===== src/rtl/exec_pkg.sv =====
// Shared constants for the RV32I execute/control stage.
//   - opcode values of the instruction classes the stage decodes
//   - 2-bit ALU op class encoding
//   - 4-bit ALU operation codes
//   - packed struct holding the main control bundle
package exec_pkg;

    localparam logic [6:0] OP_R      = 7'b0110011;
    localparam logic [6:0] OP_IMM    = 7'b0010011;
    localparam logic [6:0] OP_LOAD   = 7'b0000011;
    localparam logic [6:0] OP_STORE  = 7'b0100011;
    localparam logic [6:0] OP_BRANCH = 7'b1100011;

    localparam logic [1:0] ALUOP_ADD = 2'b00;
    localparam logic [1:0] ALUOP_BR  = 2'b01;
    localparam logic [1:0] ALUOP_R   = 2'b10;
    localparam logic [1:0] ALUOP_I   = 2'b11;

    localparam logic [3:0] ALU_AND  = 4'b0000;
    localparam logic [3:0] ALU_OR   = 4'b0001;
    localparam logic [3:0] ALU_ADD  = 4'b0010;
    localparam logic [3:0] ALU_XOR  = 4'b0011;
    localparam logic [3:0] ALU_SUB  = 4'b0110;
    localparam logic [3:0] ALU_SLT  = 4'b0111;
    localparam logic [3:0] ALU_SLL  = 4'b1000;
    localparam logic [3:0] ALU_SRL  = 4'b1001;
    localparam logic [3:0] ALU_SRA  = 4'b1010;
    localparam logic [3:0] ALU_SLTU = 4'b1011;

    typedef struct packed {
        logic       branch;
        logic       memread;
        logic       memtoreg;
        logic       memwrite;
        logic       alusrc;
        logic       regwrite;
        logic [1:0] alu_op;
    } ctrl_t;

endpackage


===== src/rtl/exec_ctrl_alu_if.sv =====
// Bus bundle of the execute/control stage.
//   instruction/src_a/src_b : inputs from decode / register file
//   control, alu_op, alu_control, result, is_zero : registered outputs
// slave  : the stage itself
// master : the upstream/downstream side (driver of inputs, consumer of outputs)
interface exec_ctrl_alu_if;
    logic [31:0] instruction;
    logic [31:0] src_a;
    logic [31:0] src_b;
    logic        branch;
    logic        memread;
    logic        memtoreg;
    logic        memwrite;
    logic        alusrc;
    logic        regwrite;
    logic [1:0]  alu_op;
    logic [3:0]  alu_control;
    logic [31:0] result;
    logic        is_zero;

    modport slave (
        input  instruction, src_a, src_b,
        output branch, memread, memtoreg, memwrite, alusrc, regwrite,
        output alu_op, alu_control, result, is_zero
    );

    modport master (
        output instruction, src_a, src_b,
        input  branch, memread, memtoreg, memwrite, alusrc, regwrite,
        input  alu_op, alu_control, result, is_zero
    );
endinterface


===== src/rtl/exec_alu_core.sv =====
// Combinational 32-bit ALU.
//   src_a, src_b : operands (shift amount is src_b[4:0])
//   alu_control  : operation code
//   result       : operation result, 0 for undefined codes
//   is_zero      : result == 0
module exec_alu_core
    import exec_pkg::*;
(
    input  logic [31:0] src_a,
    input  logic [31:0] src_b,
    input  logic [3:0]  alu_control,
    output logic [31:0] result,
    output logic        is_zero
);

    logic [4:0] shamt;
    assign shamt = src_b[4:0];

    always_comb begin
        result = '0;
        case (alu_control)
            ALU_AND:  result = src_a & src_b;
            ALU_OR:   result = src_a | src_b;
            ALU_ADD:  result = src_a + src_b;
            ALU_XOR:  result = src_a ^ src_b;
            ALU_SUB:  result = src_a - src_b;
            ALU_SLT:  result = {31'd0, $signed(src_a) < $signed(src_b)};
            ALU_SLTU: result = {31'd0, src_a < src_b};
            ALU_SLL:  result = src_a << shamt;
            ALU_SRL:  result = src_a >> shamt;
            ALU_SRA:  result = $unsigned($signed(src_a) >>> shamt);
            default:  result = '0;
        endcase
    end

    assign is_zero = (result == 32'd0);

endmodule


===== src/rtl/exec_ctrl_alu.sv =====
// Registered execute/control stage of the RV32I core.
// Decodes opcode/funct3/funct7 into main control, ALU op class and ALU
// operation code, runs the ALU, and registers everything: latency 1 cycle,
// one new input set accepted every cycle.
//   clk   : rising-edge clock
//   rstn  : asynchronous active-low reset, clears all outputs
//   bus   : instruction/operands in, control + ALU result out
module exec_ctrl_alu
    import exec_pkg::*;
(
    input  logic            clk,
    input  logic            rstn,
    exec_ctrl_alu_if.slave  bus
);

    logic [6:0] opcode;
    logic [2:0] funct3;
    logic       alt;     // instruction[30] = funct7[5]: SUB / SRA select

    assign opcode = bus.instruction[6:0];
    assign funct3 = bus.instruction[14:12];
    assign alt    = bus.instruction[30];

    // Remaining instruction bits never reach any logic.
    logic unused_instr;
    assign unused_instr = ^{bus.instruction[31], bus.instruction[29:25],
                            bus.instruction[24:15], bus.instruction[11:7]};

    ctrl_t       ctrl_d, ctrl_q;
    logic [3:0]  alu_control_d, alu_control_q;
    logic [31:0] result_d, result_q;
    logic        is_zero_d, is_zero_q;

    // Main decode
    always_comb begin
        ctrl_d = '0;
        case (opcode)
            OP_R:      begin ctrl_d.regwrite = 1'b1; ctrl_d.alu_op = ALUOP_R; end
            OP_IMM:    begin ctrl_d.alusrc = 1'b1; ctrl_d.regwrite = 1'b1;
                             ctrl_d.alu_op = ALUOP_I; end
            OP_LOAD:   begin ctrl_d.memread = 1'b1; ctrl_d.memtoreg = 1'b1;
                             ctrl_d.alusrc = 1'b1; ctrl_d.regwrite = 1'b1;
                             ctrl_d.alu_op = ALUOP_ADD; end
            OP_STORE:  begin ctrl_d.memwrite = 1'b1; ctrl_d.alusrc = 1'b1;
                             ctrl_d.alu_op = ALUOP_ADD; end
            OP_BRANCH: begin ctrl_d.branch = 1'b1; ctrl_d.alu_op = ALUOP_BR; end
            default:   ctrl_d = '0;
        endcase
    end

    // ALU-control decode. Immediate forms have no SUBI, so funct3 000 stays
    // ADD there even when bit 30 happens to be set by the immediate.
    always_comb begin
        alu_control_d = ALU_ADD;
        case (ctrl_d.alu_op)
            ALUOP_ADD: alu_control_d = ALU_ADD;
            ALUOP_BR:  alu_control_d = ALU_SUB;
            default: begin
                case (funct3)
                    3'b000: alu_control_d = (alt && ctrl_d.alu_op == ALUOP_R) ? ALU_SUB : ALU_ADD;
                    3'b001: alu_control_d = ALU_SLL;
                    3'b010: alu_control_d = ALU_SLT;
                    3'b011: alu_control_d = ALU_SLTU;
                    3'b100: alu_control_d = ALU_XOR;
                    3'b101: alu_control_d = alt ? ALU_SRA : ALU_SRL;
                    3'b110: alu_control_d = ALU_OR;
                    default: alu_control_d = ALU_AND;
                endcase
            end
        endcase
    end

    exec_alu_core u_alu (
        .src_a       (bus.src_a),
        .src_b       (bus.src_b),
        .alu_control (alu_control_d),
        .result      (result_d),
        .is_zero     (is_zero_d)
    );

    always_ff @(posedge clk or negedge rstn) begin
        if (!rstn) begin
            ctrl_q        <= '0;
            alu_control_q <= '0;
            result_q      <= '0;
            is_zero_q     <= 1'b0;
        end else begin
            ctrl_q        <= ctrl_d;
            alu_control_q <= alu_control_d;
            result_q      <= result_d;
            is_zero_q     <= is_zero_d;
        end
    end

    assign bus.branch      = ctrl_q.branch;
    assign bus.memread     = ctrl_q.memread;
    assign bus.memtoreg    = ctrl_q.memtoreg;
    assign bus.memwrite    = ctrl_q.memwrite;
    assign bus.alusrc      = ctrl_q.alusrc;
    assign bus.regwrite    = ctrl_q.regwrite;
    assign bus.alu_op      = ctrl_q.alu_op;
    assign bus.alu_control = alu_control_q;
    assign bus.result      = result_q;
    assign bus.is_zero     = is_zero_q;

endmodule


===== src/flat_wrapper.sv =====
// flat-port wrapper written by rule: the top's interface ports become plain ports
module exec_ctrl_alu_flat import exec_pkg::*;
  (clk, rstn, bus_instruction, bus_src_a, bus_src_b, bus_branch, bus_memread, bus_memtoreg, bus_memwrite, bus_alusrc, bus_regwrite, bus_alu_op, bus_alu_control, bus_result, bus_is_zero);
  exec_ctrl_alu_if bus_i ();
  input  logic clk;
  input  logic rstn;
  input wire logic [$bits(bus_i.instruction)-1:0] bus_instruction;
  input wire logic [$bits(bus_i.src_a)-1:0] bus_src_a;
  input wire logic [$bits(bus_i.src_b)-1:0] bus_src_b;
  output wire logic [$bits(bus_i.branch)-1:0] bus_branch;
  output wire logic [$bits(bus_i.memread)-1:0] bus_memread;
  output wire logic [$bits(bus_i.memtoreg)-1:0] bus_memtoreg;
  output wire logic [$bits(bus_i.memwrite)-1:0] bus_memwrite;
  output wire logic [$bits(bus_i.alusrc)-1:0] bus_alusrc;
  output wire logic [$bits(bus_i.regwrite)-1:0] bus_regwrite;
  output wire logic [$bits(bus_i.alu_op)-1:0] bus_alu_op;
  output wire logic [$bits(bus_i.alu_control)-1:0] bus_alu_control;
  output wire logic [$bits(bus_i.result)-1:0] bus_result;
  output wire logic [$bits(bus_i.is_zero)-1:0] bus_is_zero;
  assign bus_i.instruction = bus_instruction;
  assign bus_i.src_a = bus_src_a;
  assign bus_i.src_b = bus_src_b;
  assign bus_branch = bus_i.branch;
  assign bus_memread = bus_i.memread;
  assign bus_memtoreg = bus_i.memtoreg;
  assign bus_memwrite = bus_i.memwrite;
  assign bus_alusrc = bus_i.alusrc;
  assign bus_regwrite = bus_i.regwrite;
  assign bus_alu_op = bus_i.alu_op;
  assign bus_alu_control = bus_i.alu_control;
  assign bus_result = bus_i.result;
  assign bus_is_zero = bus_i.is_zero;
  exec_ctrl_alu u_core (.clk(clk), .rstn(rstn), .bus(bus_i));
endmodule

===== config.mk =====
export PLATFORM = sky130hd
export DESIGN_NAME = exec_ctrl_alu_flat
export DESIGN_NICKNAME = d
export VERILOG_FILES = /design/src/rtl/exec_pkg.sv /design/src/rtl/exec_ctrl_alu_if.sv /design/src/rtl/exec_alu_core.sv /design/src/rtl/exec_ctrl_alu.sv /design/src/flat_wrapper.sv
export SDC_FILE = /design/constraint.sdc
export NUM_CORES = 1
export LEC_CHECK = 0
export BUFFER_PORTS_ARGS = -buffer_cell sky130_fd_sc_hd__buf_2
export CELL_PAD_IN_SITES_DETAIL_PLACEMENT = 1
export CELL_PAD_IN_SITES_GLOBAL_PLACEMENT = 2
export CORE_UTILIZATION = 35
export DETAILED_ROUTE_END_ITERATION = 8
export PLACE_DENSITY = 0.83
export SLEW_MARGIN = 10
export SYNTH_ARGS = -nofsm -noshare
export SYNTH_HDL_FRONTEND = slang
export SYNTH_SLANG_ARGS = --single-unit

===== constraint.sdc =====
create_clock -name clk -period 1.15 [get_ports clk]
set_clock_uncertainty 0.05 [all_clocks]
set_input_delay 0 -clock clk [delete_from_list [all_inputs] [get_ports clk]]
set_output_delay 0 -clock clk [all_outputs]
set_load 0.1 [all_outputs]

==> impl_metrics.csv, run 1 <==
group,metric,value,unit
run_status,outcome,"did not finish",
run_status,haltStage,"5_1_grt",
run_status,error_line,"[ERROR GRT-0232] Routing congestion too high. Check the congestion heatmap in the GUI.",
place,portBuffers,121,
clocking,htreeDepth,2,
clocking,cts_buffers,5,
place,hpwl,56700,µm
place,pre_cts_slack,-2.70,ns
die,num_rows,64,
clocking,clock-root-buffer,"clkbuf_16",
global_routing,grt_max_degree,53,
synth,ys_async_sr_fraction,1.00,
synth,synth_edf_count,0,
synth,yosysWarnings,0,
die,io_pins,143,
global_routing,grt-ovfl-total,116,
die,die_w,179,µm
clocking,clk_path_buf_depth,2,
synth,synth_nets,1670,
clocking,cts_sinks,44,
place,place_congestion,1.13,
place,place_area,17000,µm²
synth,yosysUniqueCellTypes,93,
synth,synth-seq-cells,44,
timing,endpoint_type,"sequential cell input",
synth,ys.flop_type,"dfrtp_1",
timing,grt-worst-endpoint,"u_core.bus.is_zero$_DFF_PN0_/D",
synth,syn_area,11000,µm²
synth,syn_area_per_cell,7.48,µm²
synth,synthCells,1473,
die,initial_core_util,0.358,
die,dieHeight,179,µm
synth,yosysSeqAreaShare,0.0999,
global_routing,grtUsageTotal,0.732,
-- layer usage --
layer  GRT overflow  global-route usage
met2             57               0.908
met5              0               0.173
met1              1               0.729
met3              4               0.566
met4             54               0.766
-- Yosys cell counts, drive strengths merged, types with 29 or more instances --
master	count	area (µm²)
a211oi	29	223
a21oi	116	581
buf	49	348
clkbuf	70	263
dfrtp	44	1100
ha	97	1210
inv	92	345
mux2	31	353
mux2i	57	571
mux4	41	938
nand2	137	514
nand3	38	190
nor2	134	503
nor3	30	155
o211ai	35	268
o21ai	91	455
-- repair_timing --
item	4_1_cts
cloned	2
resized for setup	215
hold buffers	1
hold endpoints to repair	44
pin swaps	66
setup buffers	39
setup endpoints to repair	39
-- cells by family after synthesis --
logic type                 after synthesis  synth area share
AOI/OAI and AO/OA                      510             0.320
and+or+nand+nor                        465             0.202
buffers and inverters                  217            0.0888
muxes                                  129             0.169
adders and majority gates               99             0.114
DFF                                     44            0.0999
xor gates and xnor gates                 9           0.00715
-- metrics by stage --
stage	cells	hold WS (ns)	TNS [ns]
4_1_cts	2557	0.00876	-41.83
3_5_place_dp	2513	-0.0458	-61.99
3_3_place_gp	2513	-0.0529	-58.76
2_1_floorplan	1473	-0.346	-40.27
==> run 2, diff against run 1 <==
CELL_PAD_IN_SITES_DETAIL_PLACEMENT = default   (was 1)
CELL_PAD_IN_SITES_GLOBAL_PLACEMENT = default   (was 2)
CORE_UTILIZATION = 20   (was 35)
PLACE_DENSITY = default   (was 0.83)
PLACE_DENSITY_LB_ADDON = 0.15   (was default)
==> run 2 against run 1 <==
  * The flow now finishes, with violations (negative setup slack)
  * Synthesized cell count unchanged
  * Area after synthesis unchanged
==> impl_metrics.csv, run 2 <==
group,metric,value,unit
run_status,outcome,"finished, violations left",
run_status,violations,"negative setup slack",
finish,largest_reg_flops,32,
setup_path,cp-start-kind,"primary input",
place,place_congestion,0.986,
place,hpwl,62500,µm
synth,ys.flop_type,"dfrtp_1",
synth,synth-compound-area-share,0.320,
timing,setup_ws,-2.17,ns
power_and_ir_drop,leakage,0.00918,µW
route,viasPerCell,5.25,
min_path,hold_class,"in2async",
synth,yosysUniqueCellTypes,93,
setup_path,worst-setup-path-type,"in2reg",
route,wl,74400,µm
synth,syn_area_per_cell,7.48,µm²
synth,yosysWarnings,0,
clocking,cts_tree,"yes",
finish,area_delta_synth_final,82.3,%
route,first_iter_violations,1402,
flow_run,drv_cap,0,
clocking,htreeDepth,2,
synth,synthSimpleGateAreaFrac,0.202,
setup_path,required,1.28,ns
timing,whs,0.0603,ns
clocking,cts_buffers,5,
finish,diodes,0,
die,core_region_area,54100,µm²
timing,setup_violations,33,
synth,synth_top_cell_area_share,0.110,
timing,tightest_slew,1.06,ns
synth,synthMuxAreaShare,0.169,
synth,synth.most_common_cell,"nand2_1",
finish,area.sequential,1100,µm²
timing,max_slew_margin,0.286,
synth,ys_async_sr_fraction,1.00,
finish,num-nets-final,2430,
power_and_ir_drop,power-per-cell-area,738,nW/µm²
power_and_ir_drop,peakVddDrop,0.686,mV
timing,finalHoldViolCount,0,
clocking,clock-root-buffer,"clkbuf_16",
timing,timing.final.crit_share,2.89,
synth,synth_area_leaders,"ha_1, dfrtp_1, mux4_2",
die,dieArea,56000,µm²
route,detail-route-antenna-nets,0,
timing,rsz0062_at_grt,"true",
die,dieHeight,237,µm
synth,synth_nets,1670,
timing,max_freq,301,MHz
setup_path,crit_arrival,3.45,ns
clocking,clk_pin_slew,0.07,ns
finish,final_cell_mix,"buf_4, nand2_1, nor2_1",
die,die_w,237,µm
synth,synth_xor_area_frac,0.00715,
global_routing,grt_pass1_wl,106000,µm
synth,syn_area,11000,µm²
synth,synthCells,1473,
finish,multi_input_comb_area,10300,µm²
synth,synth_top_family_by_area,"compound AO/OA/AOI/OAI gates",
clocking,clk_path_buf_depth,2,
place,portBuffers,121,
global_routing,grt-ovfl-total,0,
clocking,cts_sinks,44,
global_routing,antenna_found_initial,1,
route,drtPass1Iterations,7,
synth,synth_common_cells,"nand2_1, nor2_1, a21oi_1",
synth,yosysSeqAreaShare,0.0999,
setup_path,crit_path_end_kind,"register",
route,via_count,15384,
die,num_rows,85,
global_routing,grtUsageTotal,0.257,
setup_path,cp_max_fo,4,
finish,nFillCells,5709,
timing,layout_min_cycle_time,3.32,ns
synth,synth-seq-cells,44,
synth,synthAdderAreaFrac,0.114,
synth,synth_top_area_cell,"ha_1",
route,drcViolationCount,0,
die,initial_core_util,0.204,
global_routing,grt_max_degree,53,
route,route.detailed.wl_per_inst,25.4,µm
power_and_ir_drop,power,14800,µW
finish,drive_gt1_frac,0.521,
global_routing,grt_pass1_vias,15194,
finish,layout_commonest_cell,"buf_4",
timing,slew_viol_final,0,
die,io_pins,143,
synth,synth_edf_count,0,
==> run 2: cell counts after synthesis <==
Identical to the previous run, type by type.
==> run 2: path summary, 6_finish.rpt <==
check	from	endpoint	slack, ns	cells after the start
max in group asynchronous	rstn	u_core.bus.result[4]	0.55	3
min in group clk	bus_instruction[4]	u_core.bus.regwrite	0.06	4
hold / removal	rstn	u_core.bus.result[9]	0.06	2
setup / recovery	bus_src_b[1]	u_core.bus.is_zero	-2.17	16
==> run 2: area by class of cell <==
class	count	area share
clock inverter	2	0.000623
tap	696	0.0434
clock buffer	6	0.00642
timing repair buffer	871	0.360
multi-input combinational	1213	0.514
inverter	98	0.0210
sequential	44	0.0549
==> run 2: kinds of logic after synthesis <==
family,Yosys count
AO/OA/AOI/OAI,510
adder cells (fa/ha/maj),99
AND/OR/NAND/NOR,465
buffers and inverters,217
XOR/XNOR,9
flip-flops,44
multiplexers,129
==> run 2: power breakdown <==
part	internal, µW	leakage (µW)	total [µW]	switching (µW)
sequential	1760	0.000528	1920	164
combinational	5050	0.00859	11400	6400
clock	804	0.0000669	1460	652
total	7610	0.00918	14800	7210
==> run 2: critical path, cell delays in order <==
cell and delay, ns:
buf_12 0.10, clkinv_8 0.06, ha_4 0.21, o21ba_4 0.19, or4_4 0.45, buf_6 0.15, a2111oi_4 0.39, o21bai_2 0.15
a41o_1 0.29, a211o_1 0.37, buf_6 0.14, a2111o_1 0.44, a31oi_2 0.24, a2111oi_2 0.10, nand4_1 0.11, nor4_2 0.04
==> run 2: metal layers <==
metal / global-route usage / routed length [µm] / up-vias
met5: 0 / 0 / -
met4: 0.0679 / 2050 / 0
met3: 0.0203 / 3850 / 88
met2: 0.411 / 33400 / 619
met1: 0.369 / 35100 / 7595
li1: - / - / 7082
==> run 2: what timing repair did <==
item,in CTS,in global routing
resized for setup,209,159
gates cloned,3,1
setup endpoints to repair,36,33
endpoints found under the hold margin,47,0
pin swaps,70,84
buffers inserted,34,43
hold buffers,5,0
==> run 2: per-stage QoR <==
step           cell area (µm²)  TNS, ns  instances   util  setup slack, ns
3_3_place_gp             17800   -65.98       2852  0.329            -2.98
3_5_place_dp             17800   -66.20       2852  0.329            -2.93
2_1_floorplan            11400   -40.27       1473      -            -2.32
4_1_cts                  19100   -44.33       2899  0.353            -2.27
6_report                 20100   -43.50       2930  0.371            -2.17
5_1_grt                  20100   -46.07       2930  0.371            -2.28
(Power assumes the default switching activity.)
